===== src/rtl/data_mem_controller.sv =====
// data_mem_controller
//   Arbitrates the data-memory request/ready handshakes of NUM_CONSUMERS cores
//   onto NUM_CHANNELS memory channels. Each channel runs its own FSM:
//   claim a pending consumer (round-robin), forward the request to memory,
//   wait for memory, then relay the result until the consumer drops its valid.
//
// Ports
//   clk                     rising-edge clock
//   reset                   asynchronous, active-low reset
//   consumer_read_*         per-core read request (valid/address) and response (ready/data)
//   consumer_write_*        per-core write request (valid/address/data) and response (ready)
//   mem_read_*              per-channel read request (valid/address) and response (ready/data)
//   mem_write_*             per-channel write request (valid/address/data) and response (ready)
module data_mem_controller #(
    parameter int ADDR_BITS     = 8,
    parameter int DATA_BITS     = 8,
    parameter int NUM_CONSUMERS = 4,
    parameter int NUM_CHANNELS  = 2
) (
    input  logic                                      clk,
    input  logic                                      reset,
    input  logic [NUM_CONSUMERS-1:0]                  consumer_read_valid,
    input  logic [NUM_CONSUMERS-1:0][ADDR_BITS-1:0]   consumer_read_address,
    output logic [NUM_CONSUMERS-1:0]                  consumer_read_ready,
    output logic [NUM_CONSUMERS-1:0][DATA_BITS-1:0]   consumer_read_data,
    input  logic [NUM_CONSUMERS-1:0]                  consumer_write_valid,
    input  logic [NUM_CONSUMERS-1:0][ADDR_BITS-1:0]   consumer_write_address,
    input  logic [NUM_CONSUMERS-1:0][DATA_BITS-1:0]   consumer_write_data,
    output logic [NUM_CONSUMERS-1:0]                  consumer_write_ready,
    output logic [NUM_CHANNELS-1:0]                   mem_read_valid,
    output logic [NUM_CHANNELS-1:0][ADDR_BITS-1:0]    mem_read_address,
    input  logic [NUM_CHANNELS-1:0]                   mem_read_ready,
    input  logic [NUM_CHANNELS-1:0][DATA_BITS-1:0]    mem_read_data,
    output logic [NUM_CHANNELS-1:0]                   mem_write_valid,
    output logic [NUM_CHANNELS-1:0][ADDR_BITS-1:0]    mem_write_address,
    output logic [NUM_CHANNELS-1:0][DATA_BITS-1:0]    mem_write_data,
    input  logic [NUM_CHANNELS-1:0]                   mem_write_ready
);

    localparam int IW = (NUM_CONSUMERS > 1) ? $clog2(NUM_CONSUMERS) : 1;

    typedef enum logic [2:0] {
        IDLE,
        READ_WAITING,
        WRITE_WAITING,
        READ_RELAYING,
        WRITE_RELAYING
    } state_t;

    state_t                  state            [NUM_CHANNELS];
    state_t                  state_d          [NUM_CHANNELS];
    logic [IW-1:0]           current_consumer [NUM_CHANNELS];
    logic [IW-1:0]           current_d        [NUM_CHANNELS];
    logic [IW-1:0]           rr_ptr           [NUM_CHANNELS];
    logic [IW-1:0]           rr_d             [NUM_CHANNELS];
    logic [NUM_CONSUMERS-1:0] claimed, claimed_d;

    logic [NUM_CONSUMERS-1:0]                consumer_read_ready_d;
    logic [NUM_CONSUMERS-1:0][DATA_BITS-1:0] consumer_read_data_d;
    logic [NUM_CONSUMERS-1:0]                consumer_write_ready_d;
    logic [NUM_CHANNELS-1:0]                 mem_read_valid_d;
    logic [NUM_CHANNELS-1:0][ADDR_BITS-1:0]  mem_read_address_d;
    logic [NUM_CHANNELS-1:0]                 mem_write_valid_d;
    logic [NUM_CHANNELS-1:0][ADDR_BITS-1:0]  mem_write_address_d;
    logic [NUM_CHANNELS-1:0][DATA_BITS-1:0]  mem_write_data_d;

    // Consumers granted by lower-indexed channels in the current cycle.
    logic [NUM_CONSUMERS-1:0] granted;
    logic                     scan_found;
    logic [IW-1:0]            scan_sel;
    logic [IW-1:0]            scan_cand;

    always_comb begin
        // NOTE: every variable gets a default before any branch so no latch is inferred.
        claimed_d              = claimed;
        consumer_read_ready_d  = consumer_read_ready;
        consumer_read_data_d   = consumer_read_data;
        consumer_write_ready_d = consumer_write_ready;
        mem_read_valid_d       = mem_read_valid;
        mem_read_address_d     = mem_read_address;
        mem_write_valid_d      = mem_write_valid;
        mem_write_address_d    = mem_write_address;
        mem_write_data_d       = mem_write_data;
        granted                = '0;
        scan_found             = 1'b0;
        scan_sel               = '0;
        scan_cand              = '0;
        for (int c = 0; c < NUM_CHANNELS; c++) begin
            state_d[c]   = state[c];
            current_d[c] = current_consumer[c];
            rr_d[c]      = rr_ptr[c];
        end

        // Channels are evaluated in ascending order; each sees the grants
        // already made this cycle, so a consumer is never double-granted.
        // Eligibility uses the registered claimed vector, so a consumer being
        // released this cycle cannot be re-granted until the next edge.
        for (int c = 0; c < NUM_CHANNELS; c++) begin
            unique case (state[c])
                IDLE: begin
                    scan_found = 1'b0;
                    scan_sel   = '0;
                    for (int k = 0; k < NUM_CONSUMERS; k++) begin
                        scan_cand = IW'((int'(rr_ptr[c]) + k) % NUM_CONSUMERS);
                        if (!scan_found && !claimed[scan_cand] && !granted[scan_cand] &&
                            (consumer_read_valid[scan_cand] || consumer_write_valid[scan_cand])) begin
                            scan_found = 1'b1;
                            scan_sel   = scan_cand;
                        end
                    end
                    if (scan_found) begin
                        granted[scan_sel]   = 1'b1;
                        claimed_d[scan_sel] = 1'b1;
                        current_d[c]        = scan_sel;
                        rr_d[c]             = IW'((int'(scan_sel) + 1) % NUM_CONSUMERS);
                        // Read wins over write for the same consumer.
                        if (consumer_read_valid[scan_sel]) begin
                            mem_read_valid_d[c]   = 1'b1;
                            mem_read_address_d[c] = consumer_read_address[scan_sel];
                            state_d[c]            = READ_WAITING;
                        end else begin
                            mem_write_valid_d[c]   = 1'b1;
                            mem_write_address_d[c] = consumer_write_address[scan_sel];
                            mem_write_data_d[c]    = consumer_write_data[scan_sel];
                            state_d[c]             = WRITE_WAITING;
                        end
                    end
                end
                READ_WAITING: begin
                    if (mem_read_ready[c]) begin
                        mem_read_valid_d[c]                           = 1'b0;
                        consumer_read_data_d[current_consumer[c]]     = mem_read_data[c];
                        consumer_read_ready_d[current_consumer[c]]    = 1'b1;
                        state_d[c]                                    = READ_RELAYING;
                    end
                end
                WRITE_WAITING: begin
                    if (mem_write_ready[c]) begin
                        mem_write_valid_d[c]                          = 1'b0;
                        consumer_write_ready_d[current_consumer[c]]   = 1'b1;
                        state_d[c]                                    = WRITE_RELAYING;
                    end
                end
                READ_RELAYING: begin
                    if (!consumer_read_valid[current_consumer[c]]) begin
                        consumer_read_ready_d[current_consumer[c]] = 1'b0;
                        claimed_d[current_consumer[c]]             = 1'b0;
                        state_d[c]                                 = IDLE;
                    end
                end
                WRITE_RELAYING: begin
                    if (!consumer_write_valid[current_consumer[c]]) begin
                        consumer_write_ready_d[current_consumer[c]] = 1'b0;
                        claimed_d[current_consumer[c]]              = 1'b0;
                        state_d[c]                                  = IDLE;
                    end
                end
                default: state_d[c] = IDLE;
            endcase
        end
    end

    always_ff @(posedge clk or negedge reset) begin
        if (!reset) begin
            claimed              <= '0;
            consumer_read_ready  <= '0;
            consumer_read_data   <= '0;
            consumer_write_ready <= '0;
            mem_read_valid       <= '0;
            mem_read_address     <= '0;
            mem_write_valid      <= '0;
            mem_write_address    <= '0;
            mem_write_data       <= '0;
            for (int c = 0; c < NUM_CHANNELS; c++) begin
                state[c]            <= IDLE;
                current_consumer[c] <= '0;
                rr_ptr[c]           <= '0;
            end
        end else begin
            // NOTE: sequential state uses non-blocking assignments so every register
            // samples the pre-edge values regardless of statement order.
            claimed              <= claimed_d;
            consumer_read_ready  <= consumer_read_ready_d;
            consumer_read_data   <= consumer_read_data_d;
            consumer_write_ready <= consumer_write_ready_d;
            mem_read_valid       <= mem_read_valid_d;
            mem_read_address     <= mem_read_address_d;
            mem_write_valid      <= mem_write_valid_d;
            mem_write_address    <= mem_write_address_d;
            mem_write_data       <= mem_write_data_d;
            for (int c = 0; c < NUM_CHANNELS; c++) begin
                state[c]            <= state_d[c];
                current_consumer[c] <= current_d[c];
                rr_ptr[c]           <= rr_d[c];
            end
        end
    end

endmodule


===== config.mk =====
export PLATFORM = sky130hd
export DESIGN_NAME = data_mem_controller
export DESIGN_NICKNAME = d
export VERILOG_FILES = /design/src/rtl/data_mem_controller.sv
export SDC_FILE = /design/constraint.sdc
export NUM_CORES = 1
export LEC_CHECK = 0
export CORE_ASPECT_RATIO = 0.7
export CORE_UTILIZATION = 48
export CTS_CLUSTER_SIZE = 40
export DETAILED_ROUTE_END_ITERATION = 10
export HOLD_SLACK_MARGIN = 0.15
export MAX_ROUTING_LAYER = met4
export PLACE_DENSITY = 0.8
export SETUP_SLACK_MARGIN = 0.5
export SYNTH_ARGS = -nofsm -noshare
export SYNTH_HDL_FRONTEND = slang
export SYNTH_SLANG_ARGS = --single-unit

===== constraint.sdc =====
create_clock -name clk -period 4.3 [get_ports clk]
set_clock_uncertainty 0.2 [all_clocks]
set_input_delay 0.43 -clock clk [delete_from_list [all_inputs] [get_ports clk]]
set_output_delay 0.43 -clock clk [all_outputs]
set_load 0.01 [all_outputs]

# Word-level counts from Yosys, hierarchy flattened
# Index checks and enable logic that the tools add are counted.
# word_totals
register_bits	110
elab_cells	343
inputBits	126
# classes
n_eq_ne	22
bitwise_logic	16
reduce_logical	74
addsub	8
n_mux	184
n_lt_le_gt_ge	16
# ops
cell	count
32-bit two-way mux	4
8-bit binary-select mux with 2-bit select	6
1-bit binary-select mux with 2-bit select	38
1-bit two-way mux	70
32-bit bitwise mux	2
4-bit two-way mux	16
8-bit two-way mux	8
2-bit by 3-bit < comparator with 1-bit output (second input constant)	12
8-bit demux with 2-bit select	2
4-bit one-hot mux with 2 select lines	4
3-bit two-way mux	10
3-bit one-hot mux with 5 select lines	2
1-bit logical AND	26
4-bit AND	6
2-bit two-way mux	12
2-bit != test (second input constant)	12
4-bit bitwise OR	6
4-bit one-hot mux with 3 select lines	2
1-bit logical NOT	22
4-bit AND reduction	4
3-bit by 2-bit equality test with 1-bit output (second input constant)	4
3-bit AND reduction	4
5-bit AND reduction	2
2-bit by 1-bit adder with 2-bit output (second input constant)	4
other kinds (13)	42

# Longest topological paths before layout
# depth
word_depth	63
mapped_depth	15
depth_no_buf	10

# Worst setup path after synthesis
# Ideal clock, no wire load.
# synth_path
kind	input to register
startpoint	input port consumer_read_valid[2]
endpoint	register mem_write_address[10] (netlist bit)
setup_slack_ns	0.536
setup_ns	0.127
cell_stages	13
required_time_ns	3.973
t_arrival_ns	3.436
path_cell_list	buf_2 > o21bai_2 > buf_2 > o22ai_2 > a2111oi_2 > o311ai_4 > a22o_1 > and3_1 > o31a_1 > a211o_1 > a21oi_4 > buf_6 > mux2_1
# synth_between
elab_chain_len	59
word_cells_on_any_way	102
# synth_rtl
element	line_no	source
from (decl)	22	input logic [NUM_CONSUMERS-1:0] consumer_read_valid,
1-bit binary-select mux with 2-bit select	106	(consumer_read_valid[scan_cand] || consumer_write_valid[scan_cand])) begin
1-bit two-way mux (implied by the code)	106	
1-bit logical OR	106	
1-bit logical AND	105	if (!scan_found && !claimed[scan_cand] && !granted[scan_cand] &&
1-bit two-way mux	105	
1-bit two-way mux	99	unique case (state[c])
1-bit logical NOT	105	
1-bit logical AND (3 in series)	105	
[39 not listed]	-	
1-bit logical NOT	105	
1-bit logical AND (3 in series)	105	
2-bit two-way mux	105	
2-bit two-way mux	99	
1-bit binary-select mux with 2-bit select	117	if (consumer_read_valid[scan_sel]) begin
1-bit two-way mux (implied by the code)	117	
1-bit NOT (no line)	-	
3-bit AND reduction (no line)	-	
to (signal assigned)	189	mem_write_address <= mem_write_address_d;
to (decl)	35	output logic [NUM_CHANNELS-1:0][ADDR_BITS-1:0] mem_write_address,
# Parallel ways exist; a longest one is shown, timed or not. The select of a mux whose other input is x is not followed.
# A chain may end at the register's enable or synchronous reset.

# Final worst setup path
# layout_path
startpoint	input port consumer_read_valid[3]
endpoint	register mem_write_data[14] (netlist bit)
# layout_between
elab_chain_len	59
word_cells_on_any_way	102
# layout_rtl
element	line_no	source
1-bit binary-select mux with 2-bit select	106	
1-bit two-way mux (implied by the code)	106	
1-bit logical OR	106	
1-bit logical AND	105	
1-bit two-way mux	105	
1-bit two-way mux	99	
1-bit logical NOT	105	
1-bit logical AND (3 in series)	105	
[39 not listed]	-	
1-bit logical NOT	105	
1-bit logical AND (3 in series)	105	
2-bit two-way mux	105	
2-bit two-way mux	99	
1-bit binary-select mux with 2-bit select	117	
1-bit two-way mux (implied by the code)	117	
1-bit NOT (no line)	-	
3-bit AND reduction (no line)	-	
to (signal assigned)	190	mem_write_data <= mem_write_data_d;
to (decl)	36	output logic [NUM_CHANNELS-1:0][DATA_BITS-1:0] mem_write_data,
# Parallel ways exist; a longest one is shown, timed or not. The select of a mux whose other input is x is not followed.

==> metrics.md <==
| Metric | Value |
|---|---|
| Yosys cell types | 70 |
| Cell taking the most area after synthesis | dfrtp_1 |
| Clk pwr share | 10.8% |
| Final setup violation count | 0 |
| Critical path class | in2reg |
| Fin Setup TNS | 0 ns |
| Largest cells by area after synthesis | dfrtp_1 39%, mux2i_1 13%, nand2_1 8.0% |
| Flop pwr share | 22.7% |
| Dpl hpwl | 17400 um |
| Final number of hold-violating endpoints | 0 |
| Largest net degree at the start of global routing | 57 |
| CTS Buffer Depth | 2 |
| Number of enable flip-flop cells after synthesis | 0 |
| Fmax | 271 MHz |
| Initial antenna violation count | 0 |
| Clock Tree Root | clkbuf_16 |
| Vias per cell | 5.74 |
| Endpoint type of the worst setup path | register |
| Standard-cell rows | 36 |
| Slew Viols, Final | 0 |
| Ys async rst share | 100% |
| Full die area | 0.0151 sq mm |
| Avg WL per Cell | 19.0 um |
| PortBufs | 217 |
| Switching share of power | 43.8% |
| PwrDens | 867 mW/mm^2 |
| Final core occ | 72.2% |
| DR iter-0 viols | 654 |
| Fillers | 1089 |
| Top cell type's share of synthesized area | 39.1% |
| TritonCTS clock tree | yes |
| Cell count after synthesis | 834 |
| Maximum level of the CTS H-tree | 3 |
| Post-route clock period utilization | 85.7% |
| Vias in the first global route | 6615 |
| Final nets | 1188 |
| Io pins | 218 |
| Vias | 7211 |
| Initial core utilization | 49.9% |
| CP startpoint kind | input pin |
| Clock Sink Count | 110 |
| Gate power share | 66.5% |
| R2r endpoint | mem_write_data[14]$_DFFE_PN0P_ |
| Clock latency on the worst-skew pair | 0.35 ns |
| Worst Setup EP | mem_write_data[14]$_DFFE_PN0P_ |
| Dpl cell area | 0.00965 sq mm |
| Primary FF master, synth | dfrtp_1 |
| Crit path largest cell delay | 0.56 ns |
| RSZ-0062 raised after global routing | no |
| Multi-input logic area | 0.00414 sq mm |
| Rel. slew slack | 44.4% |
| Psw | 3.86 mW |
| CP required | 4.33 ns |
| Die span in y | 103 um |
| Total CTS buffers | 9 |
| Mapped Area | 0.00703 sq mm |
| Synth-to-Final Area Change | 44.8% |
| Status | completed |
| Least-Margin Pin Slew | 0.828 ns |
| Share of layout cells above drive strength 1 | 11.2% |
| Final min period | 3.69 ns |
| Critical-path cell list | clkdlybuf4s50_1 -> o21bai_4 -> buf_4 -> a2111oi_4 -> o311ai_4 -> a22o_1 -> and3_2 -> nor3_4 -> buf_6 -> o211ai_4 -> a21oi_4 -> buf_12 -> mux2_2 |
| Die width | 147 um |
| R2r worst-path depth | 13 |
| Critical Path Source | consumer_read_valid[3] |
| Syn avg cell area | 8.43 sq um |
| FF-to-FF setup slack | 0.63 ns |
| # diodes | 0 |
| Sequential share of the synthesized area | 39.1% |
| Pint | 4.96 mW |
| GP Congestion | 0.942 |
| Slowest cell on crit path | clkdlybuf4s50_1 |
| Post-DRT Antenna Nets | 0 |
| Leak | 4.53 nW |
| Max VDD drop | 0.446 mV |
| Max_cap viols | 0 |
| Fin area | 0.0102 sq mm |
| Crit path DAT | 3.72 ns |
| Ys Warns | 0 |
| Routed wire length | 23900 um |
| Global-route wire length before repair | 36000 um |
| HP Class | reg2reg |
| Register bit total from synthesis | 110 |
| Reg2reg start | claimed[1]$_DFF_PN0_ |
| Syn_nets | 960 |
| Total global-route track usage | 31.6% |
| TritonRoute pass-1 iters | 6 |
| Clock slew at reported path FFs | 0.07 ns |
| Crit Path Max Fanout | 17 |
| Core area | 0.0141 sq mm |
| GR Overflow Total | 0 |
| DRC Markers | 0 |
| Sequential standard cell area | 0.00275 sq mm |
-- per-stage QoR --
stage	worst slack, ns	cells	power (mW)	hold WS, ns
after floorplan	0.536	834	5.31	-0.0656
after global placement	-0.000377	1232	7.39	0.263
after detailed placement	-0.0330	1232	7.50	0.269
after CTS	0.501	1255	8.61	0.286
after global routing	0.499	1257	9.35	0.296
final	0.613	1257	8.83	0.279
-- worst max-delay path: cells and delay by family --
family | cells | cell delay [ns]
muxes | 1 | 0.34
AOI/OAI and AO/OA | 6 | 1.33
and+or+nand+nor | 2 | 0.49
buffers and inverters | 4 | 1.12
-- synth_stat cells, drive strengths merged (2+ instances only) --
library cell and number:
nand2 149, nor2 125, dfrtp 110, mux2i 90, o21ai 71, clkbuf 35
a21oi 32, nand3 27, a31oi 24, mux2 24, buf 21, nor3 12
inv 10, o22ai 8, o32ai 6, a211oi 4, a21o 4, a22oi 4
and2 4, nand2b 4, nand3b 4, nor2b 4, nor4 4, o21a 4
o21bai 4, and3 3, mux4 3, nor3b 3, o211ai 3, o31ai 3
a211o 2, a311o 2, a31o 2, clkinv 2, nand4 2, nor4bb 2
o21ba 2, o32a 2, o41ai 2, xnor2 2
-- area by class of cell --
cell class | instances | share of cell area (%)
Tap cell | 190 | 2.33
Timing Repair Buffer | 273 | 26.2
Sequential cell | 110 | 27.0
Inverter | 12 | 0.442
Clock buffer | 10 | 2.35
Clock inverter | 6 | 0.958
Multi-Input combinational cell | 656 | 40.7
-- placed cells by master (no fill, tap or decap), types with 6 or more instances in the layout --
master,netlist,layout
a21oi_1,30,30
a31oi_1,24,23
buf_4,0,49
clkbuf_16,0,10
clkdlybuf4s50_1,0,210
dfrtp_1,110,110
inv_1,10,10
mux2_1,9,9
mux2_2,15,15
mux2i_1,90,90
nand2_1,149,149
nand3_1,26,26
nor2_1,125,125
nor3_1,11,9
o21ai_0,70,70
o22ai_1,7,7
o32ai_1,6,6
-- flip-flops by register name, summed over array words and instances (netlist names) --
signal                flops
consumer_read_ready       4
mem_write_address        16
consumer_read_data       32
state                     6
mem_read_address         16
current_consumer          4
mem_write_data           16
mem_read_valid            2
claimed                   4
rr_ptr                    4
mem_write_valid           2
consumer_write_ready      4
-- logic make-up (layout without fill, tap and decap cells) --
group / after synthesis / count (layout) / share of synthesized area (%)
buf+inv: 68 / 301 / 4.04
compound gates: 189 / 189 / 17.8
mux: 117 / 117 / 17.6
flops: 110 / 110 / 39.1
xor+xnor: 2 / 2 / 0.249
simple gates: 348 / 348 / 21.2
-- routing by layer --
metal	up-vias	share of wire (%)	wire (um)	global-route usage, %
met4	0	0.81	195	4.57
met5	-	0	0	-
li1	3400	-	-	-
met2	321	44	10600	46.3
met3	22	9.4	2250	7.68
met1	3468	46	10900	45.1
-- power groups by stage --
| stage | clock [mW] | sequential [mW] | combinational, mW |
|---|---|---|---|
| 2_1_floorplan | 0 | 2.04 | 3.27 |
| 4_1_cts | 0.958 | 1.99 | 5.66 |
| 5_1_grt | 0.994 | 2.07 | 6.29 |
| 3_5_place_dp | 0 | 1.99 | 5.51 |
| 3_3_place_gp | 0 | 1.99 | 5.41 |
| 6_report | 0.952 | 2.01 | 5.87 |
-- repair_timing --
item / CTS / global route
cloned: 0 / 1
pin swaps: 5 / 5
hold endpoints to repair: 54 / 0
resized for setup: 12 / 14
endpoints found under the setup margin: 24 / 24
buffers inserted: 6 / 1
hold buffers: 1 / 0
-- how the worst min path moves through the flow --
stage          depth (start not counted)                               end  slack, ns                        startpoint
6_report                               2  mem_write_address[7]$_DFFE_PN0P_       0.28  mem_write_address[7]$_DFFE_PN0P_
5_1_grt                                2   mem_read_address[7]$_DFFE_PN0P_       0.30   mem_read_address[7]$_DFFE_PN0P_
4_1_cts                                2   mem_read_address[7]$_DFFE_PN0P_       0.29   mem_read_address[7]$_DFFE_PN0P_
3_5_place_dp                           2   mem_read_address[7]$_DFFE_PN0P_       0.27   mem_read_address[7]$_DFFE_PN0P_
3_3_place_gp                           2     mem_write_data[0]$_DFFE_PN0P_       0.26     mem_write_data[0]$_DFFE_PN0P_
2_1_floorplan                          0              claimed[0]$_DFF_PN0_      -0.07                             reset
(Power assumes the default switching activity.)
